`config.mk`:
```
export PLATFORM = sky130hd
export DESIGN_NAME = seven_seg_scan_ctrl
export DESIGN_NICKNAME = d
export VERILOG_FILES = /design/src/rtl/seven_seg_scan_ctrl.sv
export SDC_FILE = /design/constraint.sdc
export NUM_CORES = 1
export LEC_CHECK = 0
export ABC_AREA = 1
export CAP_MARGIN = 5
export CELL_PAD_IN_SITES_DETAIL_PLACEMENT = 1
export CELL_PAD_IN_SITES_GLOBAL_PLACEMENT = 2
export CORE_MARGIN = 4
export CORE_UTILIZATION = 32
export DETAILED_ROUTE_END_ITERATION = 10
export PLACE_DENSITY_LB_ADDON = 0.1
export SLEW_MARGIN = 20
export SYNTH_ARGS = -nofsm -noshare
export SYNTH_HDL_FRONTEND = slang
export SYNTH_SLANG_ARGS = --single-unit
```
`constraint.sdc`:
```
create_clock -name clock -period 1.7 [get_ports clock]
set_input_delay 0.34 -clock clock [delete_from_list [all_inputs] [get_ports clock]]
set_output_delay 0.34 -clock clock [all_outputs]
set_load 0.1 [all_outputs]
```
`src/rtl/seven_seg_scan_ctrl.sv`:
```
// rtl/seven_seg_scan_ctrl.sv - binary to multiplexed seven-segment display controller
//
// Converts an unsigned binary value to BCD with a sequential double-dabble
// engine (one add-3/shift step per clock), latches the result into a display
// register and time-multiplexes it onto a common-anode seven-segment bank.
//
// Ports:
//   clock        system clock, rising edge
//   reset_n      asynchronous active-low reset
//   binary_in    unsigned value to display, captured on load
//   load         start a conversion (ignored while busy)
//   dp_mask      active-high decimal point per digit, bit 0 = units
//   enable       low blanks the display; scan counters keep running
//   busy         conversion in progress
//   done         one-cycle pulse when the display register is updated
//   overflow     displayed value needs more than N_DIGITS digits
//   segments_out {a,b,c,d,e,f,g,dp}, active low, registered
//   anodes_out   active-low digit select, registered
module seven_seg_scan_ctrl #(
  parameter int N_DIGITS    = 8,
  parameter int BIN_WIDTH   = 24,
  parameter int REFRESH_DIV = 65536,
  parameter int BLANK_LZ    = 1
) (
  input  logic                 clock,
  input  logic                 reset_n,
  input  logic [BIN_WIDTH-1:0] binary_in,
  input  logic                 load,
  input  logic [N_DIGITS-1:0]  dp_mask,
  input  logic                 enable,
  output logic                 busy,
  output logic                 done,
  output logic                 overflow,
  output logic [7:0]           segments_out,
  output logic [N_DIGITS-1:0]  anodes_out
);

  // floor(BIN_WIDTH*log10(2))+1 is never smaller than the decimal digit count
  // of 2**BIN_WIDTH-1, so the accumulator can hold every convertible value.
  localparam int BCD_DIGITS = (BIN_WIDTH * 30103) / 100000 + 1;
  localparam int ACC_DIGITS = (BCD_DIGITS > N_DIGITS) ? BCD_DIGITS : N_DIGITS;
  localparam int ACC_W      = 4 * ACC_DIGITS;
  localparam int STEP_W     = $clog2(BIN_WIDTH + 1);
  localparam int REF_W      = $clog2(REFRESH_DIV);
  localparam int SEL_W      = (N_DIGITS > 1) ? $clog2(N_DIGITS) : 1;

  localparam logic [STEP_W-1:0] LAST_STEP = STEP_W'(BIN_WIDTH - 1);
  localparam logic [REF_W-1:0]  REF_MAX   = REF_W'(REFRESH_DIV - 1);
  localparam logic [SEL_W-1:0]  SEL_MAX   = SEL_W'(N_DIGITS - 1);

  typedef enum logic [1:0] {IDLE, CONVERT, UPDATE} state_t;

  state_t                state, state_nxt;
  logic [BIN_WIDTH-1:0]  shift_q;
  logic [ACC_W-1:0]      acc_q, acc_adj, acc_step;
  logic                  acc_ovf;
  logic [STEP_W-1:0]     step_q;
  logic [4*N_DIGITS-1:0] disp_q;
  logic                  disp_ovf_q;
  logic [REF_W-1:0]      ref_q;
  logic [SEL_W-1:0]      sel_q;
  logic [3:0]            digit;
  logic                  upper_zero;
  logic [7:0]            seg_code, seg_nxt;

  // ---------------------------------------------------------------- FSM
  always_ff @(posedge clock or negedge reset_n) begin
    if (!reset_n) state <= IDLE;
    else          state <= state_nxt;
  end

  always_comb begin
    state_nxt = state;
    busy      = (state != IDLE);
    case (state)
      IDLE:    if (load) state_nxt = CONVERT;
      CONVERT: if (step_q == LAST_STEP) state_nxt = UPDATE;
      UPDATE:  state_nxt = IDLE;
      default: state_nxt = IDLE;
    endcase
  end

  // ------------------------------------------------------- double dabble
  always_comb begin
    acc_adj = acc_q;
    for (int i = 0; i < ACC_DIGITS; i++) begin
      if (acc_q[4*i +: 4] >= 4'd5) acc_adj[4*i +: 4] = acc_q[4*i +: 4] + 4'd3;
    end
    acc_step = (acc_adj << 1) | ACC_W'(shift_q[BIN_WIDTH-1]);
  end

  // Any non-zero digit beyond the visible ones means the value cannot be shown.
  always_comb begin
    acc_ovf = 1'b0;
    for (int i = N_DIGITS; i < ACC_DIGITS; i++) acc_ovf = acc_ovf | (|acc_q[4*i +: 4]);
  end

  always_ff @(posedge clock or negedge reset_n) begin
    if (!reset_n) begin
      shift_q    <= '0;
      acc_q      <= '0;
      step_q     <= '0;
      disp_q     <= '0;
      disp_ovf_q <= 1'b0;
      done       <= 1'b0;
    end else begin
      done <= 1'b0;
      case (state)
        IDLE: begin
          if (load) begin
            shift_q <= binary_in;
            acc_q   <= '0;
            step_q  <= '0;
          end
        end
        CONVERT: begin
          acc_q   <= acc_step;
          shift_q <= shift_q << 1;
          step_q  <= step_q + 1'b1;
        end
        UPDATE: begin
          disp_q     <= acc_q[4*N_DIGITS-1:0];
          disp_ovf_q <= acc_ovf;
          done       <= 1'b1;
        end
        default: ;
      endcase
    end
  end

  assign overflow = disp_ovf_q;

  // ------------------------------------------------------------ scanning
  always_comb begin
    digit      = disp_q[4*sel_q +: 4];
    upper_zero = 1'b1;
    for (int i = 0; i < N_DIGITS; i++) begin
      if (i >= int'(sel_q) && disp_q[4*i +: 4] != 4'd0) upper_zero = 1'b0;
    end
    case (digit)
      4'd0:    seg_code = 8'h03;
      4'd1:    seg_code = 8'h9F;
      4'd2:    seg_code = 8'h25;
      4'd3:    seg_code = 8'h0D;
      4'd4:    seg_code = 8'h99;
      4'd5:    seg_code = 8'h49;
      4'd6:    seg_code = 8'h41;
      4'd7:    seg_code = 8'h1F;
      4'd8:    seg_code = 8'h01;
      4'd9:    seg_code = 8'h09;
      default: seg_code = 8'hFF;
    endcase
    seg_nxt = {seg_code[7:1], ~dp_mask[sel_q]};
    // A leading-zero position keeps only its decimal point, if requested.
    if (BLANK_LZ != 0 && sel_q != '0 && upper_zero) seg_nxt = {7'h7F, ~dp_mask[sel_q]};
    if (disp_ovf_q) seg_nxt = 8'hFD;
  end

  always_ff @(posedge clock or negedge reset_n) begin
    if (!reset_n) begin
      ref_q        <= '0;
      sel_q        <= '0;
      segments_out <= 8'hFF;
      anodes_out   <= '1;
    end else begin
      if (ref_q == REF_MAX) begin
        ref_q <= '0;
        sel_q <= (sel_q == SEL_MAX) ? '0 : sel_q + 1'b1;
      end else begin
        ref_q <= ref_q + 1'b1;
      end
      if (enable) begin
        segments_out <= seg_nxt;
        anodes_out   <= ~(N_DIGITS'(1) << sel_q);
      end else begin
        segments_out <= 8'hFF;
        anodes_out   <= '1;
      end
    end
  end

endmodule

```
# Yosys cells after proc, flatten, opt, wreduce, memory -nomap -nowiden
# Memory sizes are Yosys's and may differ from the RTL's.
# Index checks and enable logic that the tools add are counted.
[totals]
word_cells = 105
ram_bits = 0
latch_bits = 0
regBits = 131
inputBits = 36
rom_bits = 112
memories = 1
[op_classes]
mul = 0
shifts = 2
n_eq_ne = 7
magnitude_cmp = 16
addsub = 11
bitwise_logic = 3
n_reduce_logical = 22
div_mod_pow = 0
n_mux = 33
[mem_list]
columns = ["name", "words", "word_bits", "read_ports", "rd_clocked_by_memory_dff", "write_ports", "line_no", "source"]
rows = [
  ["(no name shown)", 16, 7, 1, 0, 0, "140", "case (digit)"],
]
[op_table]
columns = ["operator", "count"]
rows = [
  ["$pmux W32 S2", 1],
  ["$pmux W24 S2", 1],
  ["$ge A4 B3 Y1 const B", 8],
  ["$mux W32", 1],
  ["$or A32 B1 Y32", 1],
  ["$reduce_bool A4 Y1", 8],
  ["$shiftx A32 B6 Y4", 1],
  ["$add A4 B2 Y4 const B", 7],
  ["$mux W4", 7],
  ["$mux W24", 1],
  ["$mux W8", 3],
  ["$add A16 B1 Y16 const B", 1],
  ["$eq A16 B16 Y1 const B", 1],
  ["$mux W16", 1],
  ["$mux W1", 10],
  ["$pmux W5 S2", 1],
  ["$ge A3 B3 Y1 const A", 3],
  ["$logic_and A1 B1 Y1", 8],
  ["$not A8 Y8", 1],
  ["$shl A1 B3 Y8 const A", 1],
  ["$ge A1 B3 Y1 const A", 2],
  ["$ge A2 B3 Y1 const A", 2],
  ["$mux W3", 2],
  ["$add A5 B1 Y5 const B", 1],
  ["other kinds (17)", 21],
]

# Logic depth before layout (Yosys ltp)
[logic_depth]
depth_word = 13
ltp_mapped = 14
mapped_depth_nobuf = 13

# Least setup slack after synthesis
# Ideal clock, no wire load.
[synth_timing]
path_kind = "register -> register"
startpoint = "register sel_q[0]"
endpoint = "register segments_out[4]"
stages_incl_launch_ff = 13
t_required_ps = 1615
period_less_slack_ps = 1810
slack_ps = -110
arrival_ps = 1725
path_cell_list = "dfrtp_1 > inv_2 > buf_6 > buf_6 > nand2_1 > nand3_1 > nand2_1 > a21oi_2 > inv_1 > ha_1 > nand3b_1 > nand3_1 > nand3_1"
[synth_between]
elab_chain_cells = 13
word_cells_on_any_way = 28
cone_classes = "order compare (7); shift (1); mux (10); reduce/logical (9); memory (1)"
[synth_rtl]
columns = ["item", "line_no", "source"]
rows = [
  ["start: declaration", "61", "logic [SEL_W-1:0] sel_q;"],
  ["start signal: assignment", "168", "sel_q <= (sel_q == SEL_MAX) ? '0 : sel_q + 1'b1;"],
  ["$ge A1 B3 Y1", "138", "if (i >= int'(sel_q) && disp_q[4*i +: 4] != 4'd0) upper_zero = 1'b0;"],
  ["$logic_and A1 B1 Y1", "138", ""],
  ["$mux W1 (8 in series)", "138", ""],
  ["$logic_and A1 B1 Y1", "155", "if (BLANK_LZ != 0 && sel_q != '0 && upper_zero) seg_nxt = {7'h7F, ~dp_mask[sel_q]};"],
  ["$mux W8 *", "155", ""],
  ["$mux W8 *", "172", "if (enable) begin"],
  ["end signal: assignment", "173", "segments_out <= seg_nxt;"],
  ["end: declaration", "34", "output logic [7:0] segments_out,"],
]
# Mark *: on every way between the ends. The rest lies on a longest branch, timed or not.
# A chain may end at the register's enable or synchronous reset.

# Worst setup path after layout
# Same ends and word-level chain as after synthesis.

==> flow_summary.yaml <==
critical_path:
  reg2reg_depth: 10
  worst_path_cell_chain: "inv_6 -> nand2_1 -> nand3_1 -> nand2_2 -> a21oi_4 -> inv_2 -> ha_2 -> nand3b_1 -> nand3_1 -> nand3_1"
  crit_type: "flop to flop"
  crit_path_max_fanout: 13
  startpoint_type: "flop"
  reg2reg_from: "sel_q[0]$_DFFE_PN0N_"
  slowest_stage: "dfrtp_2"
  r2r_slack_ns: 0.03
  worst_r2r_end: "segments_out[4]$_DFF_PN1_"
  required_time_at_the_worst_slack_endpoint_ns: 2.04
  worst_path_largest_cell_delay_ns: 0.46
  crit_path_capture_type: "flop"
  data_arrival_time_at_the_worst_slack_endpoint_ns: 2.01
  critical_path.most_common_cell: "nand3_1"
placed_design:
  gpl.final_weighted_congestion: 0.8483
  place.port_buffers: 53
  placedInstanceArea_mm2: 0.007880
  hpwl_um: 12800
synth:
  yosys.cell_types.count: 42
  post_synth_instance_area_mm2: 0.006644
  synthesis.nets: 837
  ys_warn_count: 0
  postSynthCellCount: 771
  synth-seq-cells: 131
  syn_area_per_cell_um2: 8.617
  synth_seq_area_share_pct: 49.64
global_route:
  first_global_vias: 6109
  grt-ovfl-total: 0
  largest_net_degree_at_the_start_of_global_routing: 56
  global_route_wire_length_before_repair_um: 30610
  grt_use_total_pct: 15.98
  antenna_found_initial: 0
route:
  drt.antenna.violating_nets: 0
  topRoutingLayerUsed: "met4"
  first_pass_iters: 4
  routed-wl-met2_um: 8562
  drt-initial-drc-count: 192
  remaining_drc_errors: 0
  met3_wire_length_um: 461
  routed_wl_um: 17550
  post_detailed_route_via_to_cell_ratio: 4.764
  vias: 5455
  met1Wirelength_um: 8235
  final_routed_wire_length_divided_by_cell_count_um: 15.33
cells_and_area:
  areaGrowthSynthToFinish_pct: 29.47
  commonest_cells_after_routing_fill_and_taps_aside: "117 x nand2_1, 112 x dfrtp_1, 106 x inv_1"
  most_common_cell_after_layout_fill_and_taps_aside: "nand2_1"
  final_nets: 928
  drive_gt1_share_pct: 18.40
  insertedDiodeCount: 0
  final_cell_area_mm2: 0.008602
floorplan:
  die_height_um: 152.1
  die_width_um: 152.1
  core_mm2: 0.02030
  floorplan.die_area_mm2: 0.02313
  placement_rows: 52
  ioPinCount: 55
  initial_utilization_pct: 32.73
clock_tree:
  cts_htree_levels: 4
  tritoncts_clock_tree: "done"
  clock_insertion_delay_worst_skew_ns: 0.43
  clock_tree.buffer_depth: 2
  cts.sink_count: 131
  cts_root_buffer: "clkbuf_16"
  path_clk_slew_ns: 0.07
  cts_buffers: 17
timing:
  setup_viol_count_final: 0
  timing.final.hold_violations: 0
  fin_setup_tns_ns: 0
  slew_violations: 0
  fin_worst_skew_ns: 0.01181
  min_period_over_period_pct: 97.95
  clock.fmax_mhz: 600.6
  grt_setup_unrepaired: "true"
  fin_crit_ns: 1.665
power:
  combPwrFrac_pct: 37.9
  power_leakage_nw: 4.013
  seq_power_share_pct: 36.1
  irDropWorstVdd_mv: 0.9291
  power-per-cell-area_mw_per_mm2: 1601
  net-switching-power_mw: 5.511
  total_chip_power_mw: 13.77
  swShare_pct: 40.01
  share_clk_of_total_power_pct: 26.1
  p_int_mw: 8.262
outcome:
  result_of_the_run: "finished clean"
job:
  max_cap_viol_count: 0
hold_path:
  hold_class: "primary input to async pin"
repair_timing:
item / CTS / global route
hold buffers: 1 / 0
gates cloned: 1 / 0
pin swaps: 1 / 3
setup endpoints to repair: 8 / 19
hold endpoints to repair: 27 / 0
setup buffers: 5 / 5
gates resized for setup: 10 / 12
layer usage:
metal,global-route usage [%],vias to the layer above
met5,0,-
met4,5.223,0
met3,3.441,19
met2,26.69,69
met1,20.71,2669
li1,-,2698
final cells by class:
type	instances	area (um2)
Clock buffer	19	452.9
Inverter	119	454.2
Clock inverter	13	121.4
Multi-Input combinational cell	494	2794
Timing Repair Buffer	99	1140
Tap cell	270	337.8
Sequential cell	131	3302
Fill cell	2356	11700
through the flow:
stage	std cells	utilization, %	setup slack, ns	hold WS (ns)
2_1_floorplan	771	-	-0.001500	0.04441
3_3_place_gp	1101	38.82	0.01586	0.2868
3_5_place_dp	1101	38.82	-0.06627	0.2911
4_1_cts	1140	42.02	0.000008660	0.4028
5_1_grt	1145	42.38	-0.07860	0.4333
6_report	1145	42.38	0.03492	0.3911
synthesized netlist by cell type (all sizes together):
master,count,share of area [%]
dfrtp,115,43
o211ai,2,0.38
o31ai,1,0.11
nand3,61,4.8
ha,30,5.6
or2,1,0.094
o22ai,33,3.1
conb,1,0.056
inv,117,6.6
clkbuf,11,0.62
a21oi,51,4.1
xor2,16,2.1
nand3b,2,0.23
dfstp,16,6.3
o221ai,1,0.13
nand4,3,0.38
o21bai,1,0.11
o21ai,102,7.9
nor2,47,2.8
a32o,1,0.15
buf,16,1.8
nor3b,2,0.23
a22o,1,0.13
xnor2,3,0.40
clkinv,2,0.11
nor3,1,0.075
nand2,134,8.3
power groups by stage:
stage / Sequential (mW) / Combinational [mW] / Clock, mW
after floorplan: 5.27 / 3.20 / 0
final: 4.97 / 5.21 / 3.59
after global routing: 5.14 / 5.96 / 3.84
after CTS: 4.99 / 5.28 / 3.71
after detailed placement: 5.02 / 5.23 / 0
after global placement: 4.98 / 4.98 / 0
worst max path at each step:
stage                          from                   endpoint  slack [ns]
2_1_floorplan  sel_q[0]$_DFFE_PN0N_  segments_out[4]$_DFF_PN1_      -0.001
3_3_place_gp   sel_q[1]$_DFFE_PN0N_  segments_out[4]$_DFF_PN1_        0.02
3_5_place_dp   sel_q[1]$_DFFE_PN0N_  segments_out[4]$_DFF_PN1_       -0.07
4_1_cts        state[0]$_DFFE_PN0P_                       busy    0.000009
5_1_grt        sel_q[0]$_DFFE_PN0N_  segments_out[4]$_DFF_PN1_       -0.08
6_report       sel_q[0]$_DFFE_PN0N_  segments_out[4]$_DFF_PN1_        0.03
logic make-up (layout without fill, tap and decap cells):
group,Yosys count,after routing,share of synthesized area [%]
other,1,1,0.05644
buffers and inverters,146,250,9.190
and+or+nand+nor,251,251,16.91
xor gates and xnor gates,19,19,2.505
DFF,131,131,49.64
AOI/OAI and AO/OA,193,193,16.05
adders and majority gates,30,30,5.650
flip-flops by register name, summed over array words and instances, names as in the netlist:
signal        flops
acc_q            32
anodes_out        8
disp_q           32
done              1
ref_q            16
segments_out      8
sel_q             3
shift_q          24
state             2
step_q            5
worst max-delay path: cells and delay by family (launching register included):
kind / cells / cell delay [ns]
AND/OR/NAND/NOR: 6 / 0.61
flip-flops: 1 / 0.46
buffers and inverters: 2 / 0.19
AO/OA/AOI/OAI: 1 / 0.17
adder cells (fa/ha/maj): 1 / 0.16
Note: power is estimated with default switching activity, not from simulation.
==> RTL change (same flow settings) <==
Re-encode `state_t` (3 states) as one-hot, 3 bits wide.
--- a/src/rtl/seven_seg_scan_ctrl.sv
+++ b/src/rtl/seven_seg_scan_ctrl.sv
@@ -48,7 +48,7 @@
   localparam logic [REF_W-1:0]  REF_MAX   = REF_W'(REFRESH_DIV - 1);
   localparam logic [SEL_W-1:0]  SEL_MAX   = SEL_W'(N_DIGITS - 1);
 
-  typedef enum logic [1:0] {IDLE, CONVERT, UPDATE} state_t;
+  typedef enum logic [2:0] {IDLE = 3'b001, CONVERT = 3'b010, UPDATE = 3'b100} state_t;
 
   state_t                state, state_nxt;
   logic [BIN_WIDTH-1:0]  shift_q;
Check against the original RTL: no difference found for any inputs over 10 cycles, from zero or initial values and one cycle with reset_n low; not proved beyond that.
==> RTL change against the original RTL <==
- the flow now finishes with violations (negative setup slack)
- worst hold slack gained 0.018 ns
- setup slack lost 0.14 ns
- global-route usage grew 0.38 points
- cell area rose by 5.1%
- synthesized area up 2.0%
- wire length increased by 6.9%
- sequential share of layout area decreased by 1.6 points
- via count grew 6.7%
- cell count grew 4.8%
- sequential cell count up 1
- critical path type unchanged
- critical endpoint unchanged
Power is not compared: it rests on default switching activity, and its combinational part moved more than twofold at a synthesized area within 25%.
==> RTL change: results (changes against the original RTL) <==
** Global routing
- Total GRT Usage :: 16.4% (was 16.0%)
- The maximum number of pins on one net before global-route repair was 39 (was 56).
- The number of global-route vias before repair was 6316 (was 6109).
- Met2 Use GR :: 28.2% (was 26.7%)
- Met3 usage :: 3.49% (was 3.44%)
- The global-route met1 utilization came to 20.9% (was 20.7%).
- The global-route wire length before repair came to 31700 µm (was 30600 µm).

** Layout
- Post-layout instance count excluding filler cells :: 1200 (was 1145)
- Share of final-layout standard cells stronger than drive strength 1 :: 19.6% (was 18.4%)
- Biggest regs :: acc_q x32, disp_q x32, shift_q x24 (unchanged)
- Ant diodes :: 0 (unchanged)
- Fill count :: 2439 (was 2356)
- The total number of nets in the final design was 983 (was 928).

** Worst setup path
- The family of cells with the greatest summed delay on the critical path is simple AND/OR/NAND/NOR gates (unchanged).
- Largest incremental delay on the critical path :: 0.48 ns (was 0.46 ns)
- Worst R2R Setup Slack :: -0.11 ns (was 0.03 ns)
- Data arrival time at the worst-slack endpoint :: 2.14 ns (was 2.01 ns)
- Critical path fanouts, max :: 6 (was 13)
- The cell depth of the worst flop-to-flop path came to 11 (was 10).

** Placed design
- The placement-stage cell area was 0.00806 mm² (was 0.00788 mm²).
- The number of input and output port buffers inserted is 53 (unchanged).
- The cell count after placement came to 1156 (was 1101).
- Placer congestion estimate :: 0.821 (was 0.848)
- The sum of net half-perimeters after detailed placement was 13400 µm (was 12800 µm).
- Post-Place Worst Slack :: -0.103 ns (was -0.0663 ns)

** Clock tree
- Total of hold buffers inserted after clock tree synthesis :: 1 (unchanged)
- For the worst-skew pair, the clock arrives at the later sink with an insertion delay of 0.42 ns.
- CTS-repair resized insts :: 40 (was 10)
- The number of setup buffers added after CTS came to 7 (was 5).

** Outcome
- The checks that failed: negative setup slack.
- Run status :: finished with violations (was finished clean)

** Detailed routing
- Iteration-0 DRC count of the detailed router :: 187 (was 192)
- Detailed-route wire length :: 18800 µm (was 17500 µm)
- The via count of the routed design came to 5823 (was 5455).

** Synth
- Sequential fraction of the synthesis area :: 49.0% (was 49.6%)
- Mapped Cells :: 827 (was 771)
- Nets in the synthesized netlist :: 893 (was 837)
- Top cells by area in the synthesized netlist :: dfrtp_1 42%, nand2_1 10%, dfstp_2 6.6%, o21ai_0 6.2%, ha_1 5.5% (was dfrtp_1 43%, o21ai_0 7.3%, nand2_1 6.8%, dfstp_2 6.3%, inv_1 6.2%)
- Most frequent cells after synthesis :: 181 x nand2_1, 115 x dfrtp_1, 88 x nor2_1 (was 121 x nand2_1, 115 x dfrtp_1, 109 x inv_1)
- Count of different cell masters after synthesis :: 40 (was 42)

** Timing
- Worst Setup Slack, final :: -0.107 ns (was 0.0349 ns)
- Worst Tran Pin Value :: 0.540 ns
- The clock tree skew after final layout is 0.00760 ns (was 0.0118 ns).
- The final setup violation count was 7 (was 0).

** Pwr
- Cell internal power was estimated by the tool at 0.00709 W.
- The worst-case IR drop observed on VDD is 0.000771 V.

** Worst hold path
- The worst hold-check path type is in2async (unchanged).
-- RTL change: logic make-up after synthesis --
logic type / synth area share (%)
and+or+nand+nor: 20.7
AOI/OAI and AO/OA: 14.3
DFF: 49.0
buffers and inverters: 8.12
adders and majority gates: 5.54
xor gates and xnor gates: 2.20
other: 0.0553
-- RTL change: how the worst max path moves through the flow --
stage,startpoint,end
after floorplan,sel_q[0],segments_out[4]
after global placement,sel_q[0],segments_out[3]
after detailed placement,sel_q[0],segments_out[4]
after CTS,state[0],busy
after global routing,sel_q[0],segments_out[7]
final,sel_q[0],segments_out[4]
-- RTL change: area by class of cell --
type                       instances  share of cell area (%)
sequential                       132                    36.8
multi-input combinational        564                    34.4
clock buffer                      20                    5.05
clock inverter                    12                    1.95
timing repair inverter             1                  0.0415
inverter                          98                    4.29
timing repair buffer             103                    13.8
tap                              270                    3.73
-- RTL change: power groups by stage --
| stage | Clock (W) | Sequential [W] | Combinational (W) |
|---|---|---|---|
| global route | 0.00421 | 0.00388 | 0.00273 |
| detailed placement | 0 | 0.00388 | 0.00217 |
| CTS | 0.00405 | 0.00383 | 0.00228 |
| finish | 0.00398 | 0.00384 | 0.00247 |
| floorplan | 0 | 0.00386 | 0.00132 |
| global placement | 0 | 0.00386 | 0.00209 |
-- RTL change: stage by stage --
stage	util [%]	TNS (ns)	hold WS (ns)
detailed placement	39.2	-0.565	0.333
global route	44.0	-1.35	0.430
global placement	39.2	-0.0784	0.324
CTS	43.3	-0.583	0.413
floorplan	-	-0.00580	0.0444
finish	44.0	-0.505	0.409
-- RTL change: per-layer routing --
layer	share of wire [%]	wire length, µm
met3	2.8	529
met5	0	0
met1	47	8780
met2	49	9220
met4	1.3	235
